[src/rtl/mips_pkg.sv]
// Shared definitions for the data-memory arbiter slice.
//   DATA_W_DEFAULT / ADDR_W_DEFAULT : default bus widths
//   owner_e  : which requester a read belongs to (OWN_CPU = 0, OWN_PIX = 1)
//   rd_tag_t : one entry of the read-return tag pipeline
package mips_pkg;

  localparam int DATA_W_DEFAULT = 32;
  localparam int ADDR_W_DEFAULT = 12;

  typedef enum logic {
    OWN_CPU = 1'b0,
    OWN_PIX = 1'b1
  } owner_e;

  typedef struct packed {
    logic   valid;
    owner_e owner;
  } rd_tag_t;

endpackage

[src/rtl/dmem_arbiter_if.sv]
// Bus bundle between the two memory requesters (cpu, pix), the arbiter and
// the data memory.
//   slave  : arbiter view (takes requests and mem_rdata, drives grants,
//            read valids, rdata and the memory command)
//   master : requester/memory view (the opposite directions)
interface dmem_arbiter_if
  import mips_pkg::*;
#(
  parameter int ADDR_W = ADDR_W_DEFAULT,
  parameter int DATA_W = DATA_W_DEFAULT
);

  // cpu data port
  logic              cpu_req;
  logic              cpu_we;
  logic [ADDR_W-1:0] cpu_addr;
  logic [DATA_W-1:0] cpu_wdata;
  logic              cpu_gnt;
  logic              cpu_rvalid;

  // pixel engine port
  logic              pix_req;
  logic              pix_we;
  logic [ADDR_W-1:0] pix_addr;
  logic [DATA_W-1:0] pix_wdata;
  logic              pix_urgent;
  logic              pix_gnt;
  logic              pix_rvalid;

  // shared read data
  logic [DATA_W-1:0] rdata;

  // memory side
  logic              mem_en;
  logic              mem_we;
  logic [ADDR_W-1:0] mem_addr;
  logic [DATA_W-1:0] mem_wdata;
  logic [DATA_W-1:0] mem_rdata;

  modport slave (
    input  cpu_req, cpu_we, cpu_addr, cpu_wdata,
    output cpu_gnt, cpu_rvalid,
    input  pix_req, pix_we, pix_addr, pix_wdata, pix_urgent,
    output pix_gnt, pix_rvalid,
    output rdata,
    output mem_en, mem_we, mem_addr, mem_wdata,
    input  mem_rdata
  );

  modport master (
    output cpu_req, cpu_we, cpu_addr, cpu_wdata,
    input  cpu_gnt, cpu_rvalid,
    output pix_req, pix_we, pix_addr, pix_wdata, pix_urgent,
    input  pix_gnt, pix_rvalid,
    input  rdata,
    input  mem_en, mem_we, mem_addr, mem_wdata,
    output mem_rdata
  );

endinterface

[src/rtl/dmem_arbiter_rd_tag_pipe.sv]
// rd_tag_pipe: RD_LAT-deep shift register of {valid, owner} tags that tracks
// reads in flight through the memory, so the returning word can be steered
// to the requester that issued it.
//   clk     : clock
//   rst     : asynchronous active-low clear (drops every in-flight tag)
//   tag_in  : tag for the command issued this cycle (valid = 0 when no read)
//   tag_out : tag whose data is on mem_rdata this cycle
module rd_tag_pipe
  import mips_pkg::*;
#(
  parameter int RD_LAT = 1
) (
  input  logic    clk,
  input  logic    rst,
  input  rd_tag_t tag_in,
  output rd_tag_t tag_out
);

  rd_tag_t stage_reg [RD_LAT];

  generate
    for (genvar gi = 0; gi < RD_LAT; gi++) begin : g_stage
      if (gi == 0) begin : g_head
        always_ff @(posedge clk or negedge rst) begin
          if (!rst) stage_reg[gi] <= '0;
          else      stage_reg[gi] <= tag_in;
        end
      end else begin : g_body
        always_ff @(posedge clk or negedge rst) begin
          if (!rst) stage_reg[gi] <= '0;
          else      stage_reg[gi] <= stage_reg[gi-1];
        end
      end
    end
  endgenerate

  assign tag_out = stage_reg[RD_LAT-1];

endmodule

[src/rtl/dmem_arbiter.sv]
// dmem_arbiter: shares the single-port data memory between the MIPS core
// data port (cpu) and the Mandelbrot pixel engine (pix). At most one command
// per cycle; round-robin between the two with an urgent override for pix.
// Read data comes back RD_LAT cycles after the grant with a per-requester
// valid; rdata is mem_rdata passed through.
//   clk : clock, all state on the rising edge
//   rst : asynchronous active-low reset
//   bus : dmem_arbiter_if.slave (requests, grants, read valids, rdata and
//         the memory command/response)
module dmem_arbiter
  import mips_pkg::*;
#(
  parameter int ADDR_W = ADDR_W_DEFAULT,
  parameter int DATA_W = DATA_W_DEFAULT,
  parameter int RD_LAT = 1
) (
  input  logic          clk,
  input  logic          rst,
  dmem_arbiter_if.slave bus
);

  owner_e            last_reg;
  owner_e            last_next;
  logic              cpu_win;
  logic              pix_win;
  logic              cpu_gnt;
  logic              pix_gnt;
  logic              mem_we_sel;
  logic [ADDR_W-1:0] mem_addr_sel;
  logic [DATA_W-1:0] mem_wdata_sel;
  rd_tag_t           tag_in;
  rd_tag_t           tag_out;

  // Arbitration and round-robin pointer update.
  always_comb begin
    cpu_win   = 1'b0;
    pix_win   = 1'b0;
    last_next = last_reg;

    if (bus.cpu_req && bus.pix_req) begin
      // Tie: urgent pix always wins, otherwise the one not served last.
      if (bus.pix_urgent || (last_reg == OWN_CPU)) pix_win = 1'b1;
      else                                         cpu_win = 1'b1;
    end else begin
      cpu_win = bus.cpu_req;
      pix_win = bus.pix_req;
    end

    // Grants are combinational, so gate them with the (active-low) reset to
    // keep the memory quiet while reset is held.
    cpu_gnt = cpu_win & rst;
    pix_gnt = pix_win & rst;

    if (cpu_gnt)      last_next = OWN_CPU;
    else if (pix_gnt) last_next = OWN_PIX;
  end

  // Reset to pix so that cpu wins the first tie.
  always_ff @(posedge clk or negedge rst) begin
    if (!rst) last_reg <= OWN_PIX;
    else      last_reg <= last_next;
  end

  // Memory command mux. With no grant, address/data follow the cpu inputs
  // and the write enable stays low.
  always_comb begin
    mem_we_sel    = 1'b0;
    mem_addr_sel  = bus.cpu_addr;
    mem_wdata_sel = bus.cpu_wdata;
    if (pix_gnt) begin
      mem_we_sel    = bus.pix_we;
      mem_addr_sel  = bus.pix_addr;
      mem_wdata_sel = bus.pix_wdata;
    end else if (cpu_gnt) begin
      mem_we_sel    = bus.cpu_we;
    end
  end

  assign bus.cpu_gnt   = cpu_gnt;
  assign bus.pix_gnt   = pix_gnt;
  assign bus.mem_en    = cpu_gnt | pix_gnt;
  assign bus.mem_we    = mem_we_sel;
  assign bus.mem_addr  = mem_addr_sel;
  assign bus.mem_wdata = mem_wdata_sel;

  // Only granted reads occupy a valid slot; writes and idle cycles push a
  // bubble so the tail stays aligned with mem_rdata.
  always_comb begin
    tag_in.valid = (cpu_gnt | pix_gnt) & ~mem_we_sel;
    tag_in.owner = pix_gnt ? OWN_PIX : OWN_CPU;
  end

  rd_tag_pipe #(
    .RD_LAT (RD_LAT)
  ) u_rd_tag_pipe (
    .clk     (clk),
    .rst     (rst),
    .tag_in  (tag_in),
    .tag_out (tag_out)
  );

  assign bus.cpu_rvalid = tag_out.valid & (tag_out.owner == OWN_CPU);
  assign bus.pix_rvalid = tag_out.valid & (tag_out.owner == OWN_PIX);
  assign bus.rdata      = bus.mem_rdata;

endmodule

[src/flat_wrapper.sv]
// flat-port wrapper written by rule: the top's interface ports become plain ports
module dmem_arbiter_flat import mips_pkg::*;
#(
  parameter int ADDR_W = ADDR_W_DEFAULT,
  parameter int DATA_W = DATA_W_DEFAULT,
  parameter int RD_LAT = 1
)
  (clk, rst, bus_cpu_req, bus_cpu_we, bus_cpu_addr, bus_cpu_wdata, bus_cpu_gnt, bus_cpu_rvalid, bus_pix_req, bus_pix_we, bus_pix_addr, bus_pix_wdata, bus_pix_urgent, bus_pix_gnt, bus_pix_rvalid, bus_rdata, bus_mem_en, bus_mem_we, bus_mem_addr, bus_mem_wdata, bus_mem_rdata);
  dmem_arbiter_if #(.ADDR_W(ADDR_W), .DATA_W(DATA_W)) bus_i ();
  input  logic clk;
  input  logic rst;
  input wire logic [$bits(bus_i.cpu_req)-1:0] bus_cpu_req;
  input wire logic [$bits(bus_i.cpu_we)-1:0] bus_cpu_we;
  input wire logic [$bits(bus_i.cpu_addr)-1:0] bus_cpu_addr;
  input wire logic [$bits(bus_i.cpu_wdata)-1:0] bus_cpu_wdata;
  output wire logic [$bits(bus_i.cpu_gnt)-1:0] bus_cpu_gnt;
  output wire logic [$bits(bus_i.cpu_rvalid)-1:0] bus_cpu_rvalid;
  input wire logic [$bits(bus_i.pix_req)-1:0] bus_pix_req;
  input wire logic [$bits(bus_i.pix_we)-1:0] bus_pix_we;
  input wire logic [$bits(bus_i.pix_addr)-1:0] bus_pix_addr;
  input wire logic [$bits(bus_i.pix_wdata)-1:0] bus_pix_wdata;
  input wire logic [$bits(bus_i.pix_urgent)-1:0] bus_pix_urgent;
  output wire logic [$bits(bus_i.pix_gnt)-1:0] bus_pix_gnt;
  output wire logic [$bits(bus_i.pix_rvalid)-1:0] bus_pix_rvalid;
  output wire logic [$bits(bus_i.rdata)-1:0] bus_rdata;
  output wire logic [$bits(bus_i.mem_en)-1:0] bus_mem_en;
  output wire logic [$bits(bus_i.mem_we)-1:0] bus_mem_we;
  output wire logic [$bits(bus_i.mem_addr)-1:0] bus_mem_addr;
  output wire logic [$bits(bus_i.mem_wdata)-1:0] bus_mem_wdata;
  input wire logic [$bits(bus_i.mem_rdata)-1:0] bus_mem_rdata;
  assign bus_i.cpu_req = bus_cpu_req;
  assign bus_i.cpu_we = bus_cpu_we;
  assign bus_i.cpu_addr = bus_cpu_addr;
  assign bus_i.cpu_wdata = bus_cpu_wdata;
  assign bus_cpu_gnt = bus_i.cpu_gnt;
  assign bus_cpu_rvalid = bus_i.cpu_rvalid;
  assign bus_i.pix_req = bus_pix_req;
  assign bus_i.pix_we = bus_pix_we;
  assign bus_i.pix_addr = bus_pix_addr;
  assign bus_i.pix_wdata = bus_pix_wdata;
  assign bus_i.pix_urgent = bus_pix_urgent;
  assign bus_pix_gnt = bus_i.pix_gnt;
  assign bus_pix_rvalid = bus_i.pix_rvalid;
  assign bus_rdata = bus_i.rdata;
  assign bus_mem_en = bus_i.mem_en;
  assign bus_mem_we = bus_i.mem_we;
  assign bus_mem_addr = bus_i.mem_addr;
  assign bus_mem_wdata = bus_i.mem_wdata;
  assign bus_i.mem_rdata = bus_mem_rdata;
  dmem_arbiter #(.ADDR_W(ADDR_W), .DATA_W(DATA_W), .RD_LAT(RD_LAT)) u_core (.clk(clk), .rst(rst), .bus(bus_i));
endmodule
[config.mk]
export PLATFORM = sky130hd
export DESIGN_NAME = dmem_arbiter_flat
export DESIGN_NICKNAME = d
export VERILOG_FILES = /design/src/rtl/mips_pkg.sv /design/src/rtl/dmem_arbiter_if.sv /design/src/rtl/dmem_arbiter_rd_tag_pipe.sv /design/src/rtl/dmem_arbiter.sv /design/src/flat_wrapper.sv
export SDC_FILE = /design/constraint.sdc
export NUM_CORES = 1
export LEC_CHECK = 0
export CORE_MARGIN = 5
export CORE_UTILIZATION = 16
export CTS_BUF_LIST = sky130_fd_sc_hd__clkbuf_16
export CTS_CLUSTER_SIZE = 10
export DETAILED_ROUTE_END_ITERATION = 8
export PLACE_DENSITY = 0.88
export SLEW_MARGIN = 10
export SYNTH_ARGS = -nofsm -noshare
export SYNTH_HDL_FRONTEND = slang
export SYNTH_SLANG_ARGS = --single-unit
export TNS_END_PERCENT = 100
[constraint.sdc]
create_clock -name clk -period 1.72 [get_ports clk]
set_input_delay 0.43 -clock clk [delete_from_list [all_inputs] [get_ports clk]]
set_output_delay 0.43 -clock clk [all_outputs]
set_load 0.005 [all_outputs]
==> results_tabular.tex <==
\begin{tabular}{lr}
\hline
Metric & Value \\
\hline
\multicolumn{2}{l}{\textbf{STA}} \\
\quad Actual slew at the worst max-slew pin & 221 ps \\
\quad RSZ-0062 raised after global routing & true \\
\quad Hold Fails Final Rpt & 0 \\
\quad Maximum clock frequency & 446 MHz \\
\quad Clock Skews & about 0.75 ps \\
\quad Final-report setup violation count & between 40 and 50 \\
\quad Part of the cycle the worst path needs & 130\% \\
\quad Hold Slack & 129 ps \\
\quad Post-layout minimum cycle time & 2240 ps \\
\quad Setup WS post-layout & -521 ps \\
\quad Final Max Slew Viols & 0 \\
\quad Headroom to the max-slew limit & 85.3\% \\
\multicolumn{2}{l}{\textbf{Job}} \\
\quad Max-cap viol count & 0 \\
\multicolumn{2}{l}{\textbf{Layout}} \\
\quad Post-layout nets & 367 \\
\quad Highest-count cells in the layout ignoring fill and taps & clkdlybuf4s50\_1, buf\_6, mux2\_4 \\
\quad Number of flip-flops under the largest register name & 2 \\
\quad Area of all sequential standard cells & 76.3 µm² \\
\quad Share of final-layout standard cells stronger than drive strength 1 & a little under three fifths \\
\quad Final core area utilization & 48.3\% \\
\quad Area added between synthesis and finish & 199\% \\
\quad Filler cells & 527 \\
\quad Area of the multi-input gates & 709 µm² \\
\quad Diodes inserted & 0 \\
\quad Leading cell type in the layout, fill and taps excluded & clkdlybuf4s50\_1 \\
\multicolumn{2}{l}{\textbf{Power}} \\
\quad Peak ir drop on the vdd network & 0.402 mV \\
\quad Design Power & 0.00123 W \\
\quad Total power per unit cell area & 434 mW/mm² \\
\quad Leakage & roughly 1.3 nW \\
\multicolumn{2}{l}{\textbf{Run status}} \\
\quad Status & finished with violations \\
\quad Failing checks & negative setup slack \\
\multicolumn{2}{l}{\textbf{Logic synthesis}} \\
\quad Share of async-settable or async-resettable flops after synthesis & 100\% \\
\quad Gate count after technology mapping & 98 \\
\quad Sequential cell area fraction in the yosys report & between 8 and 9\% \\
\quad Number of different library cells in the post-synthesis netlist & 17 \\
\quad Mapped Avg Cell Area & 9.66 µm² \\
\quad Post-synth EDFFs & 0 \\
\quad Most frequently used flop master after synthesis & dfrtp\_1 \\
\quad Area of the mapped netlist & 947 µm² \\
\quad Flop and latch count out of synthesis & 3 \\
\quad Post-synth net total & 225 \\
\quad Yosys Warn Count & 0 \\
\multicolumn{2}{l}{\textbf{Clock tree}} \\
\quad \# clock sinks & 3 \\
\quad Maximum clock path buffer count & 2 \\
\quad Clock insertion delay at the later pin of the skew report & 230 ps \\
\quad Clock transition at the register clock pins on the worst setup and hold paths after CTS & $\sim$30 ps \\
\quad Number of buffers created by CTS & 3 \\
\quad Number of H-tree levels & 1 \\
\quad Root buffer selected by CTS & clkbuf\_16 \\
\quad Hold bufs inserted after CTS & 0 \\
\quad TritonCTS clock tree & done \\
\multicolumn{2}{l}{\textbf{Critical path}} \\
\quad Series of cell instances along the critical path & a31oi\_4 > buf\_12 > buf\_12 > buf\_12 > buf\_16 > mux2\_4 > buf\_6 \\
\quad Endpoint required time on the critical path & 1290 ps \\
\quad Slowest stage cell, crit path & dfstp\_2 \\
\quad Crit end category & output port \\
\quad CP Data Arrival Time & approximately 1800 ps \\
\quad Crit-path max cell delay & 540 ps \\
\quad Path type of the worst setup path & reg -> out \\
\quad Startpoint Class & flop \\
\quad Maximum fanout count along the critical path & 5 \\
\quad Top cell by count, worst path & buf\_12 \\
\multicolumn{2}{l}{\textbf{Placed design}} \\
\quad Number of buffers inserted by port buffering & 144 \\
\quad Post-DP HPWL & 3950 µm \\
\quad Routability Congestion & 0.727 \\
\multicolumn{2}{l}{\textbf{Floorplanning}} \\
\quad Number of standard-cell rows in the floorplan & 28 \\
\quad IO Count & 209 \\
\quad Die area & between 0.007 and 0.008 mm² \\
\quad Floorplan die width & 86.9 µm \\
\quad Vert. Die Dim & 86.9 µm \\
\quad Placeable Area & 0.00585 mm² \\
\quad Initial core utilization & 16.2\% \\
\multicolumn{2}{l}{\textbf{Global routing}} \\
\quad Global router's overall resource usage & 13.4\% \\
\quad Initial antenna violation count & 0 \\
\quad Final global-route overflow total & 0 \\
\quad Number of global-route vias before repair & between 1000 and 1500 \\
\quad Pin count of the biggest net entering global routing & 7 \\
\quad Global-route wire length before repair & 7690 µm \\
\multicolumn{2}{l}{\textbf{Routing}} \\
\quad Via count of the routed design & 1300 \\
\quad Overall routed net length & between 5000 and 6000 µm \\
\quad Per-cell via count in the routed design & $\sim$4.1 \\
\quad DRT iter0 DRCs & 5 \\
\quad Average wire per standard cell & 17.7 µm \\
\quad Number of routed nets with antenna violations & 0 \\
\quad Total iterations of the first detailed-routing run & 4 \\
\quad Drt drc & 0 \\
\multicolumn{2}{l}{\textbf{Hold path}} \\
\quad Hold crit path type & in -> async \\
\hline
\end{tabular}
## where the power goes
group | leakage, nW | switching, W | internal, W | total (W)
registers | 0.0362 | 0.00000545 | 0.0000805 | 0.0000859
clock network | 0.0423 | 0.0000703 | 0.000300 | 0.000371
logic | 1.19 | 0.000207 | 0.000565 | 0.000771
total | 1.27 | 0.000282 | 0.000946 | 0.00123
## cells by family after synthesis
logic type	synth area share, %
buffers and inverters	31.7
AND/OR/NAND/NOR	3.17
AO/OA/AOI/OAI	4.76
multiplexers	52.3
flip-flops	8.06
## stage by stage
stage | TNS (ps) | worst slack (ps) | instance area (µm²) | instances
global route | -22990 | -564 | 2830 | 314
detailed placement | -48380 | -1070 | 2260 | 287
floorplan | 0 | 8.58 | 947 | 98
CTS | -21280 | -540 | 2800 | 312
global placement | -48560 | -1060 | 2260 | 287
finish | -20930 | -521 | 2830 | 314
## cell usage after synthesis, types with 2 or more instances
cell type  instances  area [µm²]
mux2_2            14         158
nand2_1            2        7.51
dfrtp_1            2        50.1
inv_1              2        7.51
buf_4             33         248
a21oi_1            2        10.0
mux2_1            30         338
buf_6              4        45.0
## repair_timing
item,4_1_cts,5_1_grt
cloned,7,0
endpoints found under the setup margin,48,47
buffers inserted,14,5
pin swaps,3,3
gates resized for setup,282,9
## path summary, 6_finish.rpt
path | start | endpoint | slack [ps] | cells past startpoint
worst max-delay path | u_core.last_reg | bus_mem_wdata[19] | -520 | 7
min in group clk | bus_pix_req | u_core.last_reg | 510 | 3
worst min-delay path | rst | u_core.u_rd_tag_pipe.tag_out[1] | 130 | 2
worst max register to register | u_core.last_reg | u_core.u_rd_tag_pipe.tag_out[1] | 90 | 10
worst min register to register | u_core.last_reg | u_core.last_reg | 980 | 6
max in group asynchronous | rst | u_core.last_reg | 1400 | 2
## worst max-delay path, delay by kind of cell (launching register included)
| family | cells | cell delay (ps) |
|---|---|---|
| compound gates | 1 | 90 |
| flops | 1 | 540 |
| mux | 1 | 300 |
| buf+inv | 5 | 660 |
## cell type report
type	instances	share of cell area, %
Clock inverter	1	0.133
Clock buffer	3	2.65
Inverter	2	0.265
Sequential cell	3	2.70
Timing Repair Buffer	174	65.8
Tap cell	75	3.32
Multi-Input combinational cell	56	25.1
## metal layers
metal | up-vias | GRT usage (%) | routed length (µm)
li1 | 598 | - | -
met3 | 6 | 5.68 | 850
met2 | 116 | 26.3 | 2920
met1 | 580 | 12.3 | 1700
met5 | - | 0 | 0
met4 | 0 | 3.82 | 76
(Power assumes the default switching activity.)
